## src/rtl/jk_mode_reg.sv

```systemverilog
// Multi-mode register: per-bit JK flops, modulo up/down counter or left shifter.
// Output tc flags the terminal count of the current counting direction.
module jk_mode_reg #(
  parameter int unsigned     WIDTH   = 4,
  parameter longint unsigned MODULUS = 16
) (
  input  logic             clk,
  input  logic             reset,
  input  logic             en,
  input  logic [1:0]       mode,
  input  logic [WIDTH-1:0] j,
  input  logic [WIDTH-1:0] k,
  input  logic             sin,
  output logic [WIDTH-1:0] q,
  output logic [WIDTH-1:0] qbar,
  output logic             tc
);

  typedef enum logic [1:0] {
    ModeJk   = 2'b00,
    ModeUp   = 2'b01,
    ModeDown = 2'b10,
    ModeShl  = 2'b11
  } mode_e;

  // MODULUS may be 2**WIDTH, so only the terminal value is kept at WIDTH bits.
  localparam logic [WIDTH-1:0] MaxVal = WIDTH'(MODULUS - 64'd1);

  mode_e            mode_s;
  logic [WIDTH-1:0] q_q, q_d;

  assign mode_s = mode_e'(mode);

  always_comb begin
    q_d = q_q;
    if (en) begin
      unique case (mode_s)
        ModeJk:   q_d = (j & ~q_q) | (~k & q_q);
        ModeUp:   q_d = (q_q < MaxVal) ? q_q + WIDTH'(1) : '0;
        // Out-of-range values re-enter the count at the top.
        ModeDown: q_d = ((q_q == '0) || (q_q > MaxVal)) ? MaxVal : q_q - WIDTH'(1);
        ModeShl:  q_d = {q_q[WIDTH-2:0], sin};
      endcase
    end
  end

  always_ff @(posedge clk or posedge reset) begin
    if (reset) begin
      q_q <= '0;
    end else begin
      q_q <= q_d;
    end
  end

  assign q    = q_q;
  assign qbar = ~q_q;
  assign tc   = ((mode_s == ModeUp) && (q_q == MaxVal)) ||
                ((mode_s == ModeDown) && (q_q == '0));

endmodule

```

## config.mk

```make
export PLATFORM = sky130hd
export DESIGN_NAME = jk_mode_reg
export DESIGN_NICKNAME = d
export VERILOG_FILES = /design/src/rtl/jk_mode_reg.sv
export SDC_FILE = /design/constraint.sdc
export NUM_CORES = 1
export LEC_CHECK = 0
export BUFFER_PORTS_ARGS = -buffer_cell sky130_fd_sc_hd__buf_2
export CAP_MARGIN = 20
export CORE_AREA = 2 2 39 41
export CTS_BUF_LIST = sky130_fd_sc_hd__clkbuf_2
export CTS_CLUSTER_DIAMETER = 50
export DETAILED_ROUTE_END_ITERATION = 8
export DIE_AREA = 0 0 41 43
export GPL_TIMING_DRIVEN = 0
export PLACE_DENSITY = 0.66
export SETUP_SLACK_MARGIN = 0.5
export SLEW_MARGIN = 10
export SYNTH_ARGS = -nofsm -noshare
export SYNTH_HDL_FRONTEND = slang
export SYNTH_SLANG_ARGS = --single-unit
```

## constraint.sdc

```tcl
create_clock -name clk -period 3.5 [get_ports clk]
set_input_delay 0.35 -clock clk [delete_from_list [all_inputs] [get_ports clk]]
set_output_delay 0.35 -clock clk [all_outputs]
set_load 0.01 [all_outputs]
```

==> results of run 1 <==
## worst max-delay path, stage by stage, from the launching register on
cell and delay [ns]:
sky130_fd_sc_hd__dfrtp_1 0.49, sky130_fd_sc_hd__inv_1 0.12, sky130_fd_sc_hd__ha_1 0.22, sky130_fd_sc_hd__nand3b_2 0.13
sky130_fd_sc_hd__o31ai_1 0.20, sky130_fd_sc_hd__buf_2 0.16
## logic make-up (layout without fill, tap and decap cells)
group / count (synthesis) / after routing / share of synthesized area
AOI/OAI and AO/OA: 29 / 29 / 0.403
and+or+nand+nor: 16 / 16 / 0.185
buffers and inverters: 13 / 38 / 0.153
DFF: 4 / 4 / 0.192
adders and majority gates: 2 / 2 / 0.0480
muxes: 1 / 1 / 0.0192
## placed cells by master, fill, tap and decap left out, drive strengths merged, types with 2 or more instances in the layout
cell     n
a21oi    8
buf     26
clkbuf   4
dfrtp    4
ha       2
inv      7
nand2    2
nand3    2
nor2     4
nor2b    2
o211ai   2
o21ai    4
o31a     2
o31ai    3
## power groups by stage
stage	clock network, mW	registers (mW)	logic [mW]
floorplan	0	0.0852	0.153
global placement	0	0.0810	0.224
detailed placement	0	0.0811	0.226
CTS	0.0468	0.0805	0.227
global route	0.0493	0.0822	0.251
finish	0.0459	0.0806	0.228
## metal layers
layer	global-route usage	part of all wire
met1	0.238	0.47
met2	0.256	0.47
met3	0.0314	0.045
met4	0.0800	0.015
met5	0	0
## worst max-delay path by stage
stage / from / depth (start not counted) / end / slack (ns)
6_report: q[1]$_DFFE_PP0P_ / 5 / tc / 1.61
5_1_grt: q[1]$_DFFE_PP0P_ / 5 / tc / 1.53
4_1_cts: q[1]$_DFFE_PP0P_ / 5 / tc / 1.61
3_5_place_dp: q[1]$_DFFE_PP0P_ / 6 / q[3]$_DFFE_PP0P_ / 1.85
3_3_place_gp: q[0]$_DFFE_PP0P_ / 6 / tc / 1.87
2_1_floorplan: q[0]$_DFFE_PP0P_ / 5 / tc / 1.83
## Yosys cell counts (2+ instances only)
master,instances
sky130_fd_sc_hd__o21ai_1,2
sky130_fd_sc_hd__o31ai_1,2
sky130_fd_sc_hd__buf_4,2
sky130_fd_sc_hd__nand2_1,2
sky130_fd_sc_hd__o211ai_1,2
sky130_fd_sc_hd__dfrtp_1,4
sky130_fd_sc_hd__buf_6,3
sky130_fd_sc_hd__o31a_1,2
sky130_fd_sc_hd__nor2_1,3
sky130_fd_sc_hd__a21oi_1,8
sky130_fd_sc_hd__o21ai_0,2
sky130_fd_sc_hd__nor2b_1,2
sky130_fd_sc_hd__ha_1,2
sky130_fd_sc_hd__inv_1,6
## cell type report
| class | instances | area (um^2) | share of cell area |
|---|---|---|---|
| Timing Repair Buffer | 22 | 115 | 0.171 |
| Clock buffer | 3 | 15.0 | 0.0223 |
| Sequential cell | 4 | 100 | 0.149 |
| Buffer | 6 | 53.8 | 0.0801 |
| Inverter | 7 | 26.3 | 0.0391 |
| Multi-Input combinational cell | 48 | 342 | 0.508 |
| Tap cell | 16 | 20.0 | 0.0298 |
## repair_timing
| action | CTS | global route |
|---|---|---|
| hold endpoints to repair | 2 | 0 |
| resized for setup | 0 | 0 |
| hold buffers | 1 | 0 |
## per-stage QoR
step	setup slack [ns]	hold WS (ns)
final	1.61	0.460
after global routing	1.53	0.475
after CTS	1.61	0.461
after detailed placement	1.85	0.235
after global placement	1.87	0.232
after floorplan	1.83	0.116
==> impl_summary.md, run 1 <==
Finish
The summed area of non-filler cells in the final layout is about 670 um^2. The count of filler cells inserted in the layout is about 150. The flip-flop count of the largest register after layout is 4. The number of antenna repair diodes is 0. For this run, the share of the core covered by cells in the final layout is 0.486. The number of standard cells in the layout, taps in and fillers out is 106. The number of nets in the final layout is around 110. The post-synthesis to final-layout area growth is 28.8%.

The fraction of final layout cells with drive strength greater than 1 is 0.400.

Logic synthesis
The top-area cell type share of the netlist area is 0.192. Counting distinct cell types in the post-synthesis netlist gives 37. The share of synthesized registers carrying an async set or reset is 1.00.

Sorting the synthesized cells by area gives the leading types as sky130_fd_sc_hd__dfrtp_1 (19%), sky130_fd_sc_hd__a21oi_1 (7.7%), sky130_fd_sc_hd__buf_6 (6.5%). Yosys mapped a number of flops with a built-in enable equal to 0. In this run, synthesis produced a sequential element count of 4. The number of instances in the synthesized netlist is 65. In the synthesized netlist the dominant register cell turns out to be sky130_fd_sc_hd__dfrtp_1. Of all cell types, the one taking the most synthesized area is sky130_fd_sc_hd__dfrtp_1.

The net count after synthesis is 81. The fraction of the yosys area taken by sequential cells is 0.192. The mean instance size in the synthesized netlist is ~8 um^2. Summing every instance area after synthesis gives around 520 um^2. The Yosys step of the flow raised 0 warnings.

Power
Across the VDD grid, the largest voltage drop is about 0.22 mV. Power spread over the standard cell area amounts to around 530 nW/um^2. The power share of the combinational group is 0.643. The relative contribution of sequential cells to total power is 0.228. Of the total power, the share spent switching nets is 0.474.

The clock share of power is 0.130. The analysis attributes to cell leakage a power of roughly 0.33 nW. Cell internal power was estimated by the tool at 0.186 mW. The design draws around 0.35 mW. For this design the total switching power over the nets is roughly 0.17 mW.

Clock network
For this design, the sink count on the clock tree is 4. The clock passes through at most 2 buffers. The total CTS buffers is 3. TritonCTS built the clock tree. The number of buffers added for setup after CTS is 0. CTS built an H-tree with a depth of 1. The clock transition time at the flip-flop clock pins of the worst setup and hold paths is about 0.05 ns.

The clock root buffer master is sky130_fd_sc_hd__clkbuf_2. The insertion delay to the later sink of the worst-skew pair is roughly 0.23 ns.

Run
Max-cap violations in this run came to 0.

Global routing
The overall track demand over capacity in global routing is 0.174. The via count of the first global-routing pass is 493. Entering global routing, the biggest net connects 11 pins. The initial antenna violation count is 0. The first global-routing pass estimated 2090 um of wire.

The aggregate global routing overflow is 0.

STA
In this run the tightest slew margin relative to its limit is 0.782. The number of slew-limit violations in the final report is 0. The number of hold violations in the final report is 0. The final clock period utilization by the worst path is 0.541. Setup violations remaining at the end of the flow were counted as 0.

The post-route clock skew is slightly above 0.008 ns. The smallest clock period supported by the final layout is computed as 1.89 ns. Setup repair after global routing left no endpoint under its margin. Based on the critical path, the design can be clocked at up to approximately 530 MHz. The aggregate negative setup slack is 0 ns. The pin slew with the least headroom to its limit is between 0.3 and 0.4 ns.

Floorplan
The row count is 14. The starting density of the core is 0.377. The die height is between 40 and 50 um.

The boundary pin count is 23. The area of the core is 1380 um^2. The die covers 1760 um^2. From left edge to right edge, the die measures about 41 um.

Detailed routing
The remaining antenna violation count after routing is 0. The first routing iteration left 7 violations. The first-pass iteration count of the detailed router is 4. After detailed routing, the number of vias per cell comes to 5.42. For this run, design rule violations remaining after detail routing come to 0. In the final routed layout, each cell accounts on average for approximately 13 um. The count of vias placed by the detailed router is roughly 570. Summed over all layers, the routed wires come to 1370 um.

Critical path
The worst endpoint data arrival time is 1.54 ns. The worst setup slack for register-to-register paths is 1.82 ns. The start-to-end type of the worst setup path is flop to output port. In this run the critical register-to-register path is captured at q[3]$_DFFE_PP0P_.

The endpoint kind of the worst setup timing path is an output port. The startpoint identified for the worst register-to-register timing path is q[1]$_DFFE_PP0P_. Of all nets on the critical path, the largest fanout is 10. The worst reg-to-reg path cell count is 6. The required time of the worst setup path is 3.15 ns.

STA classifies the critical path startpoint as a flop.

Placement
At the end of routability-driven placement, the weighted congestion stood at a little under 0.8. The placed standard-cell area is ~650 um^2. The number of placed instances, taps included, is between 100 and 150.

The number of buffers added on ports is 21. The wire-length estimate of the detail-placed layout is between 1000 and 1500 um.

Min path
The tightest min-delay check is of the input port to flop type. The end of the worst hold path is q[1]$_DFFE_PP0P_. The startpoint of the lowest-slack hold path is k[1]. The worst hold path was traced through 3 stages.

Status
The run finished with clean final reports.
(Power assumes the default switching activity.)
==> run 2, diff against run 1 <==
- PLACE_DENSITY: 0.66 -> 0.69
- clock period: 3.5 -> 1.6 ns (I/O delays scaled with it)
==> run 2 against run 1 <==
Sequential power grew 120%. Sequential share of layout area is 2.3 points lower. Power grew to 2.6 times the previous value. Via count up 11%. Global-route usage is 3.3 points higher. Critical path type is now flop to flop. Largest cell class unchanged. Highest routed layer unchanged.
==> impl_summary.md, run 2 (synthesized netlist as in run 1, its figures left out) <==
Detailed routing
The final layout contains routed wiring with a total length of 1490 um. The count of vias placed by the detailed router is 635. The remaining routing DRC violations is 0. The average wire per cell in the routed design is between 10 and 15 um. The first detailed-routing pass took 4 iterations. The violation count after the first detailed-route iteration is 30. Once detail routing completed, the nets flagged for antenna violations numbered 0. In the routed layout, each cell is associated on average with a via count of ~5.5.

Finish
The area used by multi-input combinational logic is 397 um^2. The top cell types in the final layout, fill and taps aside, are sky130_fd_sc_hd__buf_2 (20), sky130_fd_sc_hd__buf_4 (9), sky130_fd_sc_hd__buf_6 (6), sky130_fd_sc_hd__a21oi_1 (6), sky130_fd_sc_hd__clkbuf_2 (4). The post-synthesis to final-layout area growth is 55.9%.

The sequential cell area is slightly above 100 um^2. In the final layout, the share of cells above drive strength 1 is 0.556. In the final design database the tool counted between 100 and 150 nets.

The repair_antennas step left the layout with diodes totalling 0. The flip-flop count of the largest register after layout is 4. Leaving out fill and tap cells, the most frequent cell in the layout is sky130_fd_sc_hd__buf_2.

After filler insertion, the fill cell instance count of the layout stands at roughly 130.

Floorplan
The row count is 14. The die covers 1760 um^2. The starting density of the core is 0.377.

The floorplan step defined a core boundary enclosing 1380 um^2. The boundary pin count is 23. The die is around 43 um tall.

The die is about 41 um wide.

STA
Between clock sinks in the finished design, the worst skew comes to ~0.0031 ns. Hold timing on the final database bottoms out at a slack of 0.256 ns. The number of slew-limit violations in the final report is 0.

Setup repair after global routing could not meet its margin everywhere. The minimum clock period is between 1.5 and 2 ns. For this run, the top clock speed supported by timing is ~660 MHz. Setup violations remaining at the end of the flow were counted as 0.

The number of hold violations in the final report is 0. For the pin with the worst max-slew slack, the measured transition is roughly 0.29 ns. For the final routed database, the setup TNS stands at 0 ns. The final clock period utilization by the worst path is 0.943. The worst pin sits at a relative slew slack of 0.806.

Status
The flow ran to the end, and the final reports show no timing, DRC or antenna violations.

Critical path
The endpoint of the most critical register-to-register path is q[3]$_DFFE_PP0P_. For flop-to-flop paths, the worst setup slack is between 0.09 and 0.1 ns. The standard cell with the maximum stage delay on the critical path is sky130_fd_sc_hd__dfrtp_2. The capture point of the worst path is q[3]$_DFFE_PP0P_. The worst reg-to-reg path cell count is 8. The worst endpoint data arrival time is ~1.6 ns. The largest fanout of any net on the critical path is 2. The largest stage delay on the critical path is about 0.36 ns. The worst register-to-register path begins at q[0]$_DFFE_PP0P_. STA puts the critical path data required time at approximately 1.7 ns.

The start-to-end type of the worst setup path is flop to flop. The critical path launch point is q[0]$_DFFE_PP0P_. STA classifies the critical path endpoint as a flop. The worst setup path is launched from a flop. Walking the worst path, the cells encountered are buf_6, inv_4, ha_4, buf_4, o21bai_1, a21oi_1, a211oi_1, o31a_1.

Global routing
The wire length of the first global-routing pass is approximately 2600 um. The via count of the first global-routing pass is 620. The aggregate global routing overflow is 0. The initial antenna violation count was 0.

For this run, the total global-route usage over all layers was measured as 0.207. Entering global routing, the biggest net connects 11 pins.

Placement
At the end of routability-driven placement, the weighted congestion stood at about 0.78. The number of buffers added on ports is 21. The detailed placer's ending HPWL is between 1000 and 1500 um.

Power
The maximum ir drop on the vdd rail is between 0.4 and 0.5 mV. The share of total power dissipated in the clock network is 0.100. The power share of the combinational group is 0.710. The leakage dissipation is approximately 0.39 nW. The relative contribution of sequential cells to total power is 0.190.

The switching share of power is 0.458. The power per unit of standard cell area is 1120 nW/um^2. The internal power is 0.494 mW. In this run the power spent charging and discharging nets is between 0.4 and 0.5 mW.

Clock network
The total CTS buffers is 3. In this run the number of H-tree levels came out at 1. The insertion delay to the later sink of the worst-skew pair is ~0.20 ns. The number of sinks handled by clock tree synthesis is 4.

The maximum buffer depth of the clock tree is 2. TritonCTS built the clock tree. The tree is rooted in a sky130_fd_sc_hd__clkbuf_2. Clock-pin slew was measured on the worst setup and hold paths at 0.05 ns.

Run
Across the run, the number of max-cap violations was 0.

Min path
The startpoint identified for the worst hold timing path is j[2]. The tightest min-delay check is of the input port to flop type.
run 2: timing repair:
action / 4_1_cts / 5_1_grt
setup endpoints to repair: 7 / 8
hold buffers: 1 / 0
endpoints found under the hold margin: 4 / 0
resized for setup: 1 / 4
setup buffers: 7 / 2
pin swaps: 2 / 3
run 2: area by class of cell:
class | instances | area share
Timing Repair Buffer | 31 | 0.237
Sequential cell | 4 | 0.126
Inverter | 7 | 0.0354
Clock buffer | 3 | 0.0185
Tap cell | 16 | 0.0246
Multi-Input combinational cell | 48 | 0.488
Buffer | 6 | 0.0708
run 2: worst max-delay path, delay by kind of cell (launching register included):
kind,cells,cell delay [ns]
fa+ha+maj,1,0.15
buf+inv,3,0.27
compound gates,4,0.60
flops,1,0.36
run 2: through the flow:
step                worst slack (ns)  power [mW]  instances  utilization  instance area (um^2)
floorplan                      0.140       0.568         65            -                   569
finish                        0.0910       0.912        115        0.588                   813
CTS                           0.0607       0.876        113        0.561                   776
global placement               0.110       0.720        102        0.502                   694
detailed placement             0.105       0.726        102        0.502                   694
global route                  0.0348       0.981        115        0.588                   813
run 2: worst min path at each step:
stage | endpoint | cells past startpoint | slack [ns]
floorplan | q[2]$_DFFE_PP0P_ | 1 | -0.07
global placement | q[2]$_DFFE_PP0P_ | 2 | 0.04
detailed placement | q[2]$_DFFE_PP0P_ | 2 | 0.05
CTS | q[2]$_DFFE_PP0P_ | 3 | 0.26
global route | q[2]$_DFFE_PP0P_ | 3 | 0.27
finish | q[2]$_DFFE_PP0P_ | 3 | 0.26
run 2: per-layer routing:
layer | track usage | wire (um)
met5 | 0 | 0
met4 | 0.0600 | 17
met2 | 0.325 | 786
met1 | 0.279 | 601
met3 | 0.0366 | 87
run 2: power groups by stage:
stage | Combinational [mW] | Clock, mW | Sequential, mW
4_1_cts | 0.612 | 0.0922 | 0.172
6_report | 0.648 | 0.0910 | 0.174
2_1_floorplan | 0.374 | 0 | 0.194
3_5_place_dp | 0.539 | 0 | 0.187
3_3_place_gp | 0.534 | 0 | 0.186
5_1_grt | 0.703 | 0.101 | 0.177
==> run 3, diff against run 2 <==
- PLACE_DENSITY: 0.69 -> 0.66
- clock period: 1.6 -> 1.7 ns (I/O delays scaled with it)
==> run 3 against run 2 <==
Critical path depth stayed put. Worst hold slack better by 0.031 ns. Cell area down 0.46%. Core utilization fell by 0.27 points. Largest power group unchanged. Highest routed layer is now met3. Clock skew up 0.0022 ns. Maximum frequency decreased by 0.16%. Register-to-register slack better by 0.098 ns. Sequential share of layout area up 0.059 points. Combinational power down 5.9%. Final cell count grew 0.87%. Critical endpoint unchanged. First-iteration DRC count decreased by 23%.
==> impl_summary.md, run 3 (synthesized netlist as in run 1, its figures left out) <==
STA
Of the available clock period, the critical path in the final layout requires 0.889. The worst max-slew margin expressed relative to the limit is 0.762. Setup repair after global routing could not meet its margin everywhere. The number of slew-limit violations in the final report is 0. The post-route clock skew is around 0.0054 ns.

Timing would allow up to between 600 and 700 MHz. After layout, the worst setup slack is about 0.19 ns. The worst hold-check slack is about 0.29 ns. The number of hold violations in the final report is 0. The final count of negative-setup-slack endpoints is 0. Counting I/O delays and the setup requirement, the final critical path takes around 1.5 ns. The pin slew with the least headroom to its limit is 0.357 ns. The aggregate negative setup slack is 0 ns.

Detailed routing
The violation count after the first detailed-route iteration is 23. The final wirelength is about 1600 um. The count of vias placed by the detailed router is around 630. In the routed layout, each cell is associated on average with a via count of about 5.4.

The count of nets left with antenna violations once routing finished came out at 0. The remaining routing DRC violations is 0. In the final routed layout, each cell accounts on average for 13.7 um. For this run, the detailed router's first-pass iteration total came to 4.

Power
The power per unit of standard cell area is between 1000 and 1500 nW/um^2. The maximum ir drop on the vdd rail is 0.681 mV. The leakage dissipation is approximately 0.39 nW.

Floorplan
The floorplan step defined a die boundary enclosing roughly 1800 um^2. The starting density of the core is 0.377. The die height is around 43 um. 23 I/O pins were placed. The floorplan has 14 rows. The core region is 1380 um^2. The die extent in x is 41 um.

Critical path
The start-to-end type of the worst setup path is flop to flop. The standard cell with the maximum stage delay on the critical path is sky130_fd_sc_hd__dfrtp_2. Along the worst path, the maximum fanout reaches 2. Traced cell by cell, the critical path runs through buf_6, inv_4, ha_4, buf_4, o21bai_1, a21oi_1, a211oi_1, o31a_1. The critical path startpoint category is a flop.

The endpoint kind of the worst setup timing path is a flop. The largest stage delay on the critical path is about 0.36 ns. STA puts the critical path data required time at ~1.8 ns.

Data on the critical path arrives at its endpoint at 1.60 ns.

Placement
Prior to clock tree synthesis, the placed netlist has a worst setup slack of ~0.19 ns. The count of buffers added on input and output ports is 21. Routability-driven placement finished with a final weighted congestion of between 0.7 and 0.8.

The detailed placer's ending HPWL is about 1100 um.

Clock network
The clock tree from TritonCTS is built. The tree is rooted in a sky130_fd_sc_hd__clkbuf_2. The insertion delay to the later sink of the worst-skew pair is approximately 0.20 ns. The total CTS buffers is 3.

In this run the deepest clock path goes through 2 buffers. The CTS H-tree depth is 1. The number of sinks handled by clock tree synthesis is 4. The clock transition time at the flip-flop clock pins of the worst setup and hold paths is 0.04 ns.

Finish
0 antenna diodes ended up in the layout. The library cell used most frequently in the layout, excluding fill and tap cells, is sky130_fd_sc_hd__buf_2. The register with the most flip-flops in the layout has 4 of them. Leaving out fill and tap cells, the most frequent cells in the layout are sky130_fd_sc_hd__buf_2 (21), sky130_fd_sc_hd__buf_4 (10), sky130_fd_sc_hd__buf_6 (5), sky130_fd_sc_hd__a21oi_1 (5), sky130_fd_sc_hd__clkbuf_2 (4). Of the cells placed in the final design, the portion with a size suffix greater than 1 is 0.570. Counting the fill cells in the layout gives ~130. The post-synthesis to final-layout area growth is 55.2%. For this run, the post-layout net count is ~120.

Global routing
The largest net degree at the start of global routing is 11. The via count of the first global-routing pass is 605. For met3 alone, demand over resource in global routing was 0.0628. The first global-routing pass estimated 2550 um of wire. In the global route stage, met1 resource usage came out at 0.265. Global routing finished with a remaining overflow of 0. The overall track demand over capacity in global routing is 0.208. The layer flagged by global routing as most heavily used is met2. The initial antenna violation count came to 0. For met2 alone, demand over resource in global routing was 0.344.

Run
Across the run, the number of max-cap violations was 0.

Min path
The type of the most critical hold path is input port to flop.

Status
The run finished with clean final reports.
## run 3: report_power, final
group	switching [mW]	leakage (nW)	total (mW)	internal, mW
clock network	0.0362	0.0125	0.0835	0.0474
logic	0.323	0.333	0.610	0.287
registers	0.0338	0.0440	0.163	0.130
total	0.392	0.389	0.857	0.464
## run 3: area by class of cell
class / instances / area [um^2] / area share
Buffer: 6 / 53.8 / 0.0665
Clock buffer: 3 / 15.0 / 0.0185
Inverter: 7 / 28.8 / 0.0355
Multi-Input combinational cell: 48 / 392 / 0.484
Sequential cell: 4 / 103 / 0.127
Tap cell: 16 / 20.0 / 0.0247
Timing Repair Buffer: 32 / 198 / 0.244
## run 3: critical path, delay by kind of cell (launching register included)
kind | cells | cell delay, ns
adders and majority gates | 1 | 0.15
AOI/OAI and AO/OA | 4 | 0.62
DFF | 1 | 0.36
buffers and inverters | 3 | 0.27
## run 3: what timing repair did
| action | in CTS | in global routing |
|---|---|---|
| endpoints found under the setup margin | 5 | 5 |
| gates resized for setup | 4 | 1 |
| pin swaps | 3 | 3 |
| setup buffers | 7 | 3 |
| hold buffers | 1 | 0 |
| endpoints found under the hold margin | 4 | 0 |
## run 3: layer usage
layer | wire (um) | vias to the layer above
met5 | 0 | -
met4 | 0 | 0
met3 | 64 | 0
met2 | 837 | 18
met1 | 692 | 295
li1 | - | 312
## run 3: path summary, 6_finish.rpt
kind / start / end / slack, ns / depth (start not counted)
max in group asynchronous: reset / q[1]$_DFFE_PP0P_ / 1.14 / 3
max reg2reg: q[0]$_DFFE_PP0P_ / q[3]$_DFFE_PP0P_ / 0.19 / 8
min: j[2] / q[2]$_DFFE_PP0P_ / 0.29 / 3
min in group asynchronous: reset / q[3]$_DFFE_PP0P_ / 0.40 / 3
max: q[0]$_DFFE_PP0P_ / q[3]$_DFFE_PP0P_ / 0.19 / 8
min reg2reg: q[2]$_DFFE_PP0P_ / q[2]$_DFFE_PP0P_ / 0.78 / 3
## run 3: stage by stage
step | cells | cell area [um^2] | power [mW] | utilization
floorplan | 65 | 569 | 0.535 | -
global placement | 102 | 694 | 0.679 | 0.502
detailed placement | 102 | 694 | 0.690 | 0.502
CTS | 113 | 783 | 0.833 | 0.566
global route | 116 | 810 | 0.921 | 0.585
finish | 116 | 810 | 0.857 | 0.585
